**src/rtl/aes_pkg.sv**
```systemverilog
// Shared AES definitions: key-schedule FSM states, round constants and word helpers.
// Used by the key expansion block and its round-key store.
package aes_pkg;

    localparam int AES_KEY_W  = 128;
    localparam int AES_BYTE_W = 8;

    typedef enum logic [2:0] {
        ST_IDLE,
        ST_LOAD,
        ST_REQ,
        ST_GAP,
        ST_MIX,
        ST_DONE
    } state_t;

    // Entry 0 is never used; round r uses RCON[r].
    localparam logic [7:0] RCON [0:10] = '{
        8'h00, 8'h01, 8'h02, 8'h04, 8'h08, 8'h10,
        8'h20, 8'h40, 8'h80, 8'h1b, 8'h36
    };

    function automatic logic [31:0] rot_word(input logic [31:0] w);
        return {w[23:0], w[31:24]};
    endfunction

endpackage

```
**src/rtl/aes_rk_store.sv**
```systemverilog
// Round-key register file: one write port and one registered read port.
// An out-of-range read index returns zero; a same-cycle read returns the pre-write contents.
module aes_rk_store
    import aes_pkg::*;
#(
    parameter int DEPTH  = 11,
    parameter int ADDR_W = 4
) (
    input  logic                 clk,
    input  logic                 rst,
    input  logic                 i_we,
    input  logic [ADDR_W-1:0]    i_waddr,
    input  logic [AES_KEY_W-1:0] i_wdata,
    input  logic [ADDR_W-1:0]    i_raddr,
    output logic [AES_KEY_W-1:0] o_rdata
);

    logic [AES_KEY_W-1:0] r_mem [0:DEPTH-1];
    logic [AES_KEY_W-1:0] r_rdata;

    always_ff @(posedge clk or posedge rst) begin
        if (rst) begin
            for (int n = 0; n < DEPTH; n++) begin
                r_mem[n] <= '0;
            end
            r_rdata <= '0;
        end else begin
            if (i_we) begin
                r_mem[i_waddr] <= i_wdata;
            end
            r_rdata <= (int'(i_raddr) < DEPTH) ? r_mem[i_raddr] : '0;
        end
    end

    assign o_rdata = r_rdata;

endmodule

```
**src/rtl/aes_key_expand.sv**
```systemverilog
// AES-128 key schedule: expands the cipher key into NR+1 round keys, using the
// shared S-box memory (req/ack handshake) for SubWord, one byte per lookup.
module aes_key_expand
    import aes_pkg::*;
#(
    parameter int NR          = 10,
    parameter int ACK_TIMEOUT = 64
) (
    input  logic                  clk,
    input  logic                  rst,
    input  logic                  start,
    input  logic [AES_KEY_W-1:0]  key,
    output logic [AES_BYTE_W-1:0] sbox_addr,
    output logic                  sbox_req,
    input  logic                  sbox_ack,
    input  logic [AES_BYTE_W-1:0] sbox_data,
    input  logic [3:0]            rk_sel,
    output logic [AES_KEY_W-1:0]  rk_out,
    output logic [NR:0]           rk_valid,
    output logic                  busy,
    output logic                  done,
    output logic                  err
);

    localparam int TMO_W = (ACK_TIMEOUT < 2) ? 1 : $clog2(ACK_TIMEOUT + 1);
    localparam logic [TMO_W-1:0] TMO_LAST = TMO_W'(ACK_TIMEOUT - 1);

    state_t               r_state;
    state_t               w_nextState;
    logic [3:0]           r_round;
    logic [1:0]           r_byte;
    logic [TMO_W-1:0]     r_tmo;
    logic [AES_KEY_W-1:0] r_key;
    logic [31:0]          r_sub;
    logic [NR:0]          r_valid;
    logic                 r_err;

    logic                 w_ackHit;
    logic                 w_tmoHit;
    logic [31:0]          w_rot;
    logic [31:0]          w_t;
    logic [31:0]          w_w0;
    logic [31:0]          w_w1;
    logic [31:0]          w_w2;
    logic [31:0]          w_w3;
    logic [AES_KEY_W-1:0] w_next;
    logic                 w_we;
    logic [3:0]           w_waddr;
    logic [AES_KEY_W-1:0] w_wdata;

    always_ff @(posedge clk or posedge rst) begin
        if (rst) begin
            r_state <= ST_IDLE;
        end else begin
            r_state <= w_nextState;
        end
    end

    always_comb begin
        w_nextState = r_state;
        w_ackHit    = 1'b0;
        w_tmoHit    = 1'b0;
        case (r_state)
            ST_IDLE: if (start) w_nextState = ST_LOAD;
            ST_LOAD: w_nextState = ST_REQ;
            ST_REQ: begin
                if (sbox_ack) begin
                    w_ackHit    = 1'b1;
                    w_nextState = ST_GAP;
                end else if ((ACK_TIMEOUT != 0) && (r_tmo == TMO_LAST)) begin
                    w_tmoHit    = 1'b1;
                    w_nextState = ST_IDLE;
                end
            end
            ST_GAP:  w_nextState = (r_byte == 2'd3) ? ST_MIX : ST_REQ;
            ST_MIX:  w_nextState = (r_round == 4'(NR)) ? ST_DONE : ST_REQ;
            ST_DONE: w_nextState = ST_IDLE;
            default: w_nextState = ST_IDLE;
        endcase
    end

    // Lookup byte i of RotWord(w3), most significant byte first.
    assign w_rot = rot_word(r_key[31:0]);
    always_comb begin
        sbox_addr = w_rot[31:24];
        case (r_byte)
            2'd0:    sbox_addr = w_rot[31:24];
            2'd1:    sbox_addr = w_rot[23:16];
            2'd2:    sbox_addr = w_rot[15:8];
            default: sbox_addr = w_rot[7:0];
        endcase
    end

    assign w_t    = r_sub ^ {RCON[r_round], 24'h0};
    assign w_w0   = r_key[127:96] ^ w_t;
    assign w_w1   = r_key[95:64]  ^ w_w0;
    assign w_w2   = r_key[63:32]  ^ w_w1;
    assign w_w3   = r_key[31:0]   ^ w_w2;
    assign w_next = {w_w0, w_w1, w_w2, w_w3};

    always_ff @(posedge clk or posedge rst) begin
        if (rst) begin
            r_round <= '0;
            r_byte  <= '0;
            r_tmo   <= '0;
            r_key   <= '0;
            r_sub   <= '0;
            r_valid <= '0;
            r_err   <= 1'b0;
        end else begin
            case (r_state)
                ST_IDLE: begin
                    if (start) begin
                        r_key   <= key;
                        r_valid <= '0;
                        r_err   <= 1'b0;
                    end
                end
                ST_LOAD: begin
                    r_valid[0] <= 1'b1;
                    r_round    <= 4'd1;
                    r_byte     <= 2'd0;
                    r_tmo      <= '0;
                end
                ST_REQ: begin
                    if (w_ackHit) begin
                        r_sub <= {r_sub[23:0], sbox_data};
                        r_tmo <= '0;
                    end else begin
                        r_tmo <= r_tmo + 1'b1;
                    end
                    if (w_tmoHit) begin
                        r_err <= 1'b1;
                    end
                end
                ST_GAP: begin
                    r_byte <= r_byte + 2'd1;
                    r_tmo  <= '0;
                end
                ST_MIX: begin
                    r_key            <= w_next;
                    r_valid[r_round] <= 1'b1;
                    if (r_round != 4'(NR)) begin
                        r_round <= r_round + 4'd1;
                    end
                end
                default: ;
            endcase
        end
    end

    // rk0 is the raw key, written during LOAD; later rounds come from MIX.
    assign w_we    = (r_state == ST_LOAD) || (r_state == ST_MIX);
    assign w_waddr = (r_state == ST_LOAD) ? 4'd0 : r_round;
    assign w_wdata = (r_state == ST_LOAD) ? r_key : w_next;

    aes_rk_store #(
        .DEPTH  (NR + 1),
        .ADDR_W (4)
    ) u_store (
        .clk     (clk),
        .rst     (rst),
        .i_we    (w_we),
        .i_waddr (w_waddr),
        .i_wdata (w_wdata),
        .i_raddr (rk_sel),
        .o_rdata (rk_out)
    );

    assign sbox_req = (r_state == ST_REQ);
    assign busy     = (r_state != ST_IDLE);
    assign done     = (r_state == ST_DONE);
    assign err      = r_err;
    assign rk_valid = r_valid;

endmodule

```
**config.mk**
```make
export PLATFORM = sky130hd
export DESIGN_NAME = aes_key_expand
export DESIGN_NICKNAME = d
export VERILOG_FILES = /design/src/rtl/aes_pkg.sv /design/src/rtl/aes_rk_store.sv /design/src/rtl/aes_key_expand.sv
export SDC_FILE = /design/constraint.sdc
export NUM_CORES = 2
export LEC_CHECK = 0
export ABC_AREA = 1
export ABC_CLOCK_PERIOD_IN_PS = 93700
export CAP_MARGIN = 20
export CORE_MARGIN = 3
export CORE_UTILIZATION = 43
export CTS_CLUSTER_SIZE = 24
export DETAILED_ROUTE_END_ITERATION = 10
export PLACE_DENSITY = 0.64
export SLEW_MARGIN = 30
export SYNTH_ARGS = -nofsm -noshare
export SYNTH_HDL_FRONTEND = slang
export SYNTH_HIERARCHICAL = 1
export SYNTH_SLANG_ARGS = --single-unit
```
**constraint.sdc**
```tcl
create_clock -name clk -period 93.7 [get_ports clk]
set_clock_uncertainty 0.05 [all_clocks]
set_input_delay 9.37 -clock clk [delete_from_list [all_inputs] [get_ports clk]]
set_output_delay 9.37 -clock clk [all_outputs]
set_load 0.03 [all_outputs]
```
==> Word level (Yosys, flattened, before mapping) <==
Memories as Yosys holds them, arrays and structs flattened.
Index checks and enable logic that the tools add are counted.
{ "op_classes": {"add_sub_neg": 3, "order_cmp": 7, "n_eq_ne": 15, "n_mux": 38, "bitwise_logic": 9, "n_reduce_logical": 19} }
{ "op_table": {"columns": ["operator", "count"], "rows": [
  ["bitwise mux 1408 bit", 1],
  ["two-way mux 128 bit", 6],
  ["binary-select mux 128 bit (select 4 bit)", 1],
  ["demux 128 bit (select 4 bit)", 1],
  ["one-hot mux 128 bit (2 select lines)", 1],
  ["XOR 32 bit", 5],
  ["one-hot mux 8 bit (3 select lines)", 1],
  ["one-hot mux 10 bit (2 select lines)", 1],
  ["two-way mux 8 bit", 2],
  [">= comparator 5 bit (second input constant)", 3],
  ["two-way mux 3 bit", 5],
  ["NOT 4 -> 5 bit", 3],
  ["one-hot mux 3 bit (5 select lines)", 1],
  ["one-hot mux 7 bit (2 select lines)", 1],
  ["two-way mux 11 bit", 1],
  ["bitwise OR 11 bit", 1],
  ["AND reduction 2 bit", 5],
  ["nonzero test 2 bit", 5],
  ["two-way mux 1 bit", 8],
  ["two-way mux 4 bit", 2],
  ["one-hot mux 4 bit (2 select lines)", 1],
  ["adder 7 x 1 -> 7 bit (second input constant)", 1],
  ["== test 7 x 6 -> 1 bit (second input constant)", 1],
  ["two-way mux 7 bit", 1],
  ["27 further kinds", 33]
]} }
{ "word_totals": {"register_bits": 1724, "mem_bits_ro": 128, "inputBits": 144, "out_inout_bits": 151, "mem_count": 1} }
{ "mem_list": {"columns": ["name", "words", "word_bits", "read_ports", "rd_clocked_by_memory_dff", "wr", "line_no", "source"], "rows": [
  ["(name not given)", 16, 8, 1, 0, 0, "aes_key_expand.sv:94", "assign w_t = r_sub ^ {RCON[r_round], 24'h0};"]
]} }

==> Longest topological paths before layout <==
{ "depth": {"depth_word": 11, "mapped_depth": 17, "depth_no_buf": 16} }

==> By module <==
The synthesis kept the hierarchy.
{ "by_module_without_submodules": {"columns": ["mod", "n_inst", "cells_per_inst", "area_each_um2", "seq_area_each_um2"], "rows": [
  ["aes_rk_store", 1, 8558, 68316.8, 38436.9],
  ["aes_key_expand", 1, 1692, 12000.3, 4704.5]
]} }

==> Worst setup path after synthesis <==
No wires, ideal clock.
{ "synth_path": {"kind": "register to output", "startpoint": "register r_byte[0]", "endpoint": "output sbox_addr[0]", "arrival_time_ns": 1.544, "t_required_ns": 84.280, "path_slack_ns": 82.736, "stages_incl_launch_ff": 7, "path_buffers": 1, "path_cell_list": "dfrtp_1 > ha_1 > clkbuf_1 > inv_1 > o21ai_0 > a221oi_1 > a21oi_1"} }
{ "synth_between": {"elab_chain_len": 2} }
{ "synth_rtl": {"columns": ["element", "line_no", "source"], "rows": [
  ["from (decl)", "aes_key_expand.sv:31", "logic [1:0] r_byte;"],
  ["from (signal assigned)", "aes_key_expand.sv:137", "r_byte <= r_byte + 2'd1;"],
  ["== test 2 bit (tied with other cells)", "aes_key_expand.sv:86", "case (r_byte)"],
  ["one-hot mux 8 bit (3 select lines) (*)", "aes_key_expand.sv:86", null],
  ["to (decl)", "aes_key_expand.sv:13", "output logic [AES_BYTE_W-1:0] sbox_addr,"]
]} }
Every way passes the cells marked *; elsewhere a longest branch is shown, timed or not.

==> impl_metrics.ini <==
[hold_path]
hold_path_class = reg2reg
holdPathEnd = u_store/r_mem[286]$_DFFE_PP0P_
holdPathStages = 2
min_from = u_store/r_mem[286]$_DFFE_PP0P_

[sta]
finalCriticalPeriod_ns = 13.17
fmaxAchievable_mhz = 75.9
period_share = 0.141
finalSetupViolations = 0
rsz0062_at_grt = false
timing.final.ws_setup_ns = 80.53
worst_pin_slew_ns = 1.20
hold_viol = 0
tns_ns = 0
report.final.slew_viol_count = 0
timing.slew.headroom = 0.191

[worst_setup_path]
cp_max_fo = 118
cp-start-kind = input port
crit_buf_inv = 7
r2r-end = u_store/r_mem[406]$_DFFE_PP0P_
r2r_start = r_state[2]$_DFFE_PP0P_
reg2reg_depth = 10
critical-path-top-delay-family = buffers and inverters
cp_data_arrival_time_ns = 14.00
path_cells = clkdlybuf4s50_1, inv_8, buf_4, buf_4, buf_12, buf_16, buf_4
end_kind = asynchronous set/reset pin
path_common_cell = buf_4
required_ns = 94.53
regToRegSetupSlack_ns = 88.58
crit_slowest_cell = buf_4
worstSetupPathType = in2async
cp_slowest_stage_delay_ns = 0.79

[cts]
cts_resized = 0
htree_levels = 4
cts_buffer_depth = 3
clock-root-buffer = clkbuf_16
clk_latency_ns = 0.84
clk_pin_slew_ns = 0.06
cts_tree = done
cts_sinks = 1724
postCtsHoldBufs = 0
cts_buffers = 183
cts_setup_buffers = 0

[yosys]
synth_edf_count = 0
synth_top_family_by_area = simple AND/OR/NAND/NOR gates
synth-compound-area-share = 0.140
ys.flop_type = dfrtp_1
async_reset_ff_frac = 1.00
synthAdderAreaFrac = 0.00187
avgSynthCellArea_um2 = 7.84
ys_seq_area_frac = 0.537
ys.warnings.count = 6
synthSimpleGateAreaFrac = 0.231
ys_seq_elements = 1724
synth_xor_area_frac = 0.00829
synth_area_mm2 = 0.0803
netlist_instances = 10250
synth_nets = 10406
yosysUniqueCellTypes = 38
muxShareOfSynthArea = 0

[final_layout]
fillers = 17555
syn2layout_area_growth_pct = 12.9
drive_above_1_share = 0.0465
nets = 10205
final_cell_mix = nand2_1, dfrtp_1, o21ai_0
seq_area_mm2 = 0.0431
multiInputGateArea_mm2 = 0.0308
final_common_cell = nand2_1

[place]
gp_congestion = 0.903
port_buffers = 294
dp_hpwl_um = 152000
pre_cts_slack_ns = 79.13

[grt]
grt_pass1_wl_um = 399000
grt_pass1_vias = 65124
track_usage = 0.268
antenna_found_initial = 25
grt_max_degree = 204
gr-total-overflow = 0

[pwr]
leakage_nw = 43.3
power.density_mw_per_mm2 = 30.1
ir_worst_vdd_mv = 0.0223

[drt]
drtIter0Drc = 8182
wl_per_cell_um = 20.4
drt-total-wl_um = 259000
viasPerCell = 5.42
dr.pass1.iters = 6
antenna_left = 0
drc = 0
num_vias = 68714

[floorplanning]
die_y_um = 438
die_area_mm2 = 0.192
die_w_um = 438
io_pins = 295
num_rows = 157
start_util = 0.435
core_area_mm2 = 0.184

[run_status]
status = finished, final reports clean

[job]
max-cap-violations = 0
## per-layer routing
metal	global-route usage	vias up	part of all wire
met4	0.0970	4	0.038
li1	-	32066	-
met5	0	-	0.00012
met1	0.380	33448	0.44
met3	0.0535	420	0.085
met2	0.409	2776	0.44
## stage by stage
step                 util  std cells  total power [mW]  hold WS, ns  area [µm²]
floorplan               -      10250              1.52        0.398       80300
global placement    0.456      12317              1.93        0.410       84100
detailed placement  0.456      12320              1.96        0.417       84200
CTS                 0.490      12657              2.71        0.432       90400
global route        0.492      12665              2.86        0.442       90700
finish              0.492      12671              2.73        0.429       90700
## final cells by class
cell class	instances	area share
clock buffers	281	0.0598
repair buffers	409	0.0464
multi-input cells	6870	0.339
inverters	861	0.0362
diodes	6	0.000166
well taps	2464	0.0340
clock inverters	56	0.00843
flip-flops and latches	1724	0.476
## worst max-delay path by stage
stage,start,end,slack (ns),depth (start not counted)
after floorplan,rst,u_store/o_rdata[0]$_DFF_PP0_,40.95,1
after global placement,rst,u_store/r_mem[1071]$_DFFE_PP0P_,79.17,6
after detailed placement,rst,u_store/o_rdata[44]$_DFF_PP0_,79.13,6
after CTS,rst,u_store/o_rdata[44]$_DFF_PP0_,80.02,6
after global routing,rst,u_store/r_mem[402]$_DFFE_PP0P_,79.94,7
final,rst,u_store/r_mem[283]$_DFFE_PP0P_,80.53,7
## report_power, final
part           internal (mW)  switching (mW)  total [mW]
registers              0.862          0.0784       0.941
logic                  0.216           0.825        1.04
clock network          0.436           0.309       0.745
total                   1.51            1.21        2.73
## worst reg2reg max path, stage by stage, from the launching register on
cell and delay [ns]:
dfrtp_1 0.48, nor3_4 0.26, clkinv_2 0.52, nand2_1 0.66, nand2_1 0.21, nor3b_4 0.23, buf_6 0.70, buf_4 0.77
buf_4 0.84, nor2_1 0.14, a21oi_1 0.17
## state kept, by name, indices dropped and copies added (netlist names)
register and cells:
u_store/r_mem 1408, r_byte 2, err 1, r_tmo 7, r_round 4, rk_valid 11, r_state 3, u_store/o_rdata 128
r_sub 32, r_key 128
## cell families (layout without fill, tap and decap cells)
family | Yosys count | count (layout)
other | 0 | 6
AND/OR/NAND/NOR | 4698 | 4698
flip-flops | 1724 | 1724
AO/OA/AOI/OAI | 2084 | 2084
buffers and inverters | 1656 | 1607
adder cells (fa/ha/maj) | 12 | 12
XOR/XNOR | 76 | 76
## synth_stat cells (24+ instances only)
cell | count | area share
nand2_1 | 3494 | 0.16
dfrtp_1 | 1724 | 0.54
o21ai_0 | 1571 | 0.098
inv_1 | 852 | 0.040
nand3_1 | 624 | 0.039
nor2_1 | 541 | 0.025
clkbuf_1 | 531 | 0.025
buf_2 | 190 | 0.012
a21oi_1 | 161 | 0.010
o211ai_1 | 143 | 0.013
o21ai_1 | 111 | 0.0069
xor2_1 | 62 | 0.0068
buf_1 | 47 | 0.0022
o221ai_1 | 29 | 0.0032
o211ai_2 | 27 | 0.0042
o21bai_1 | 24 | 0.0022
(Power assumes the default switching activity.)
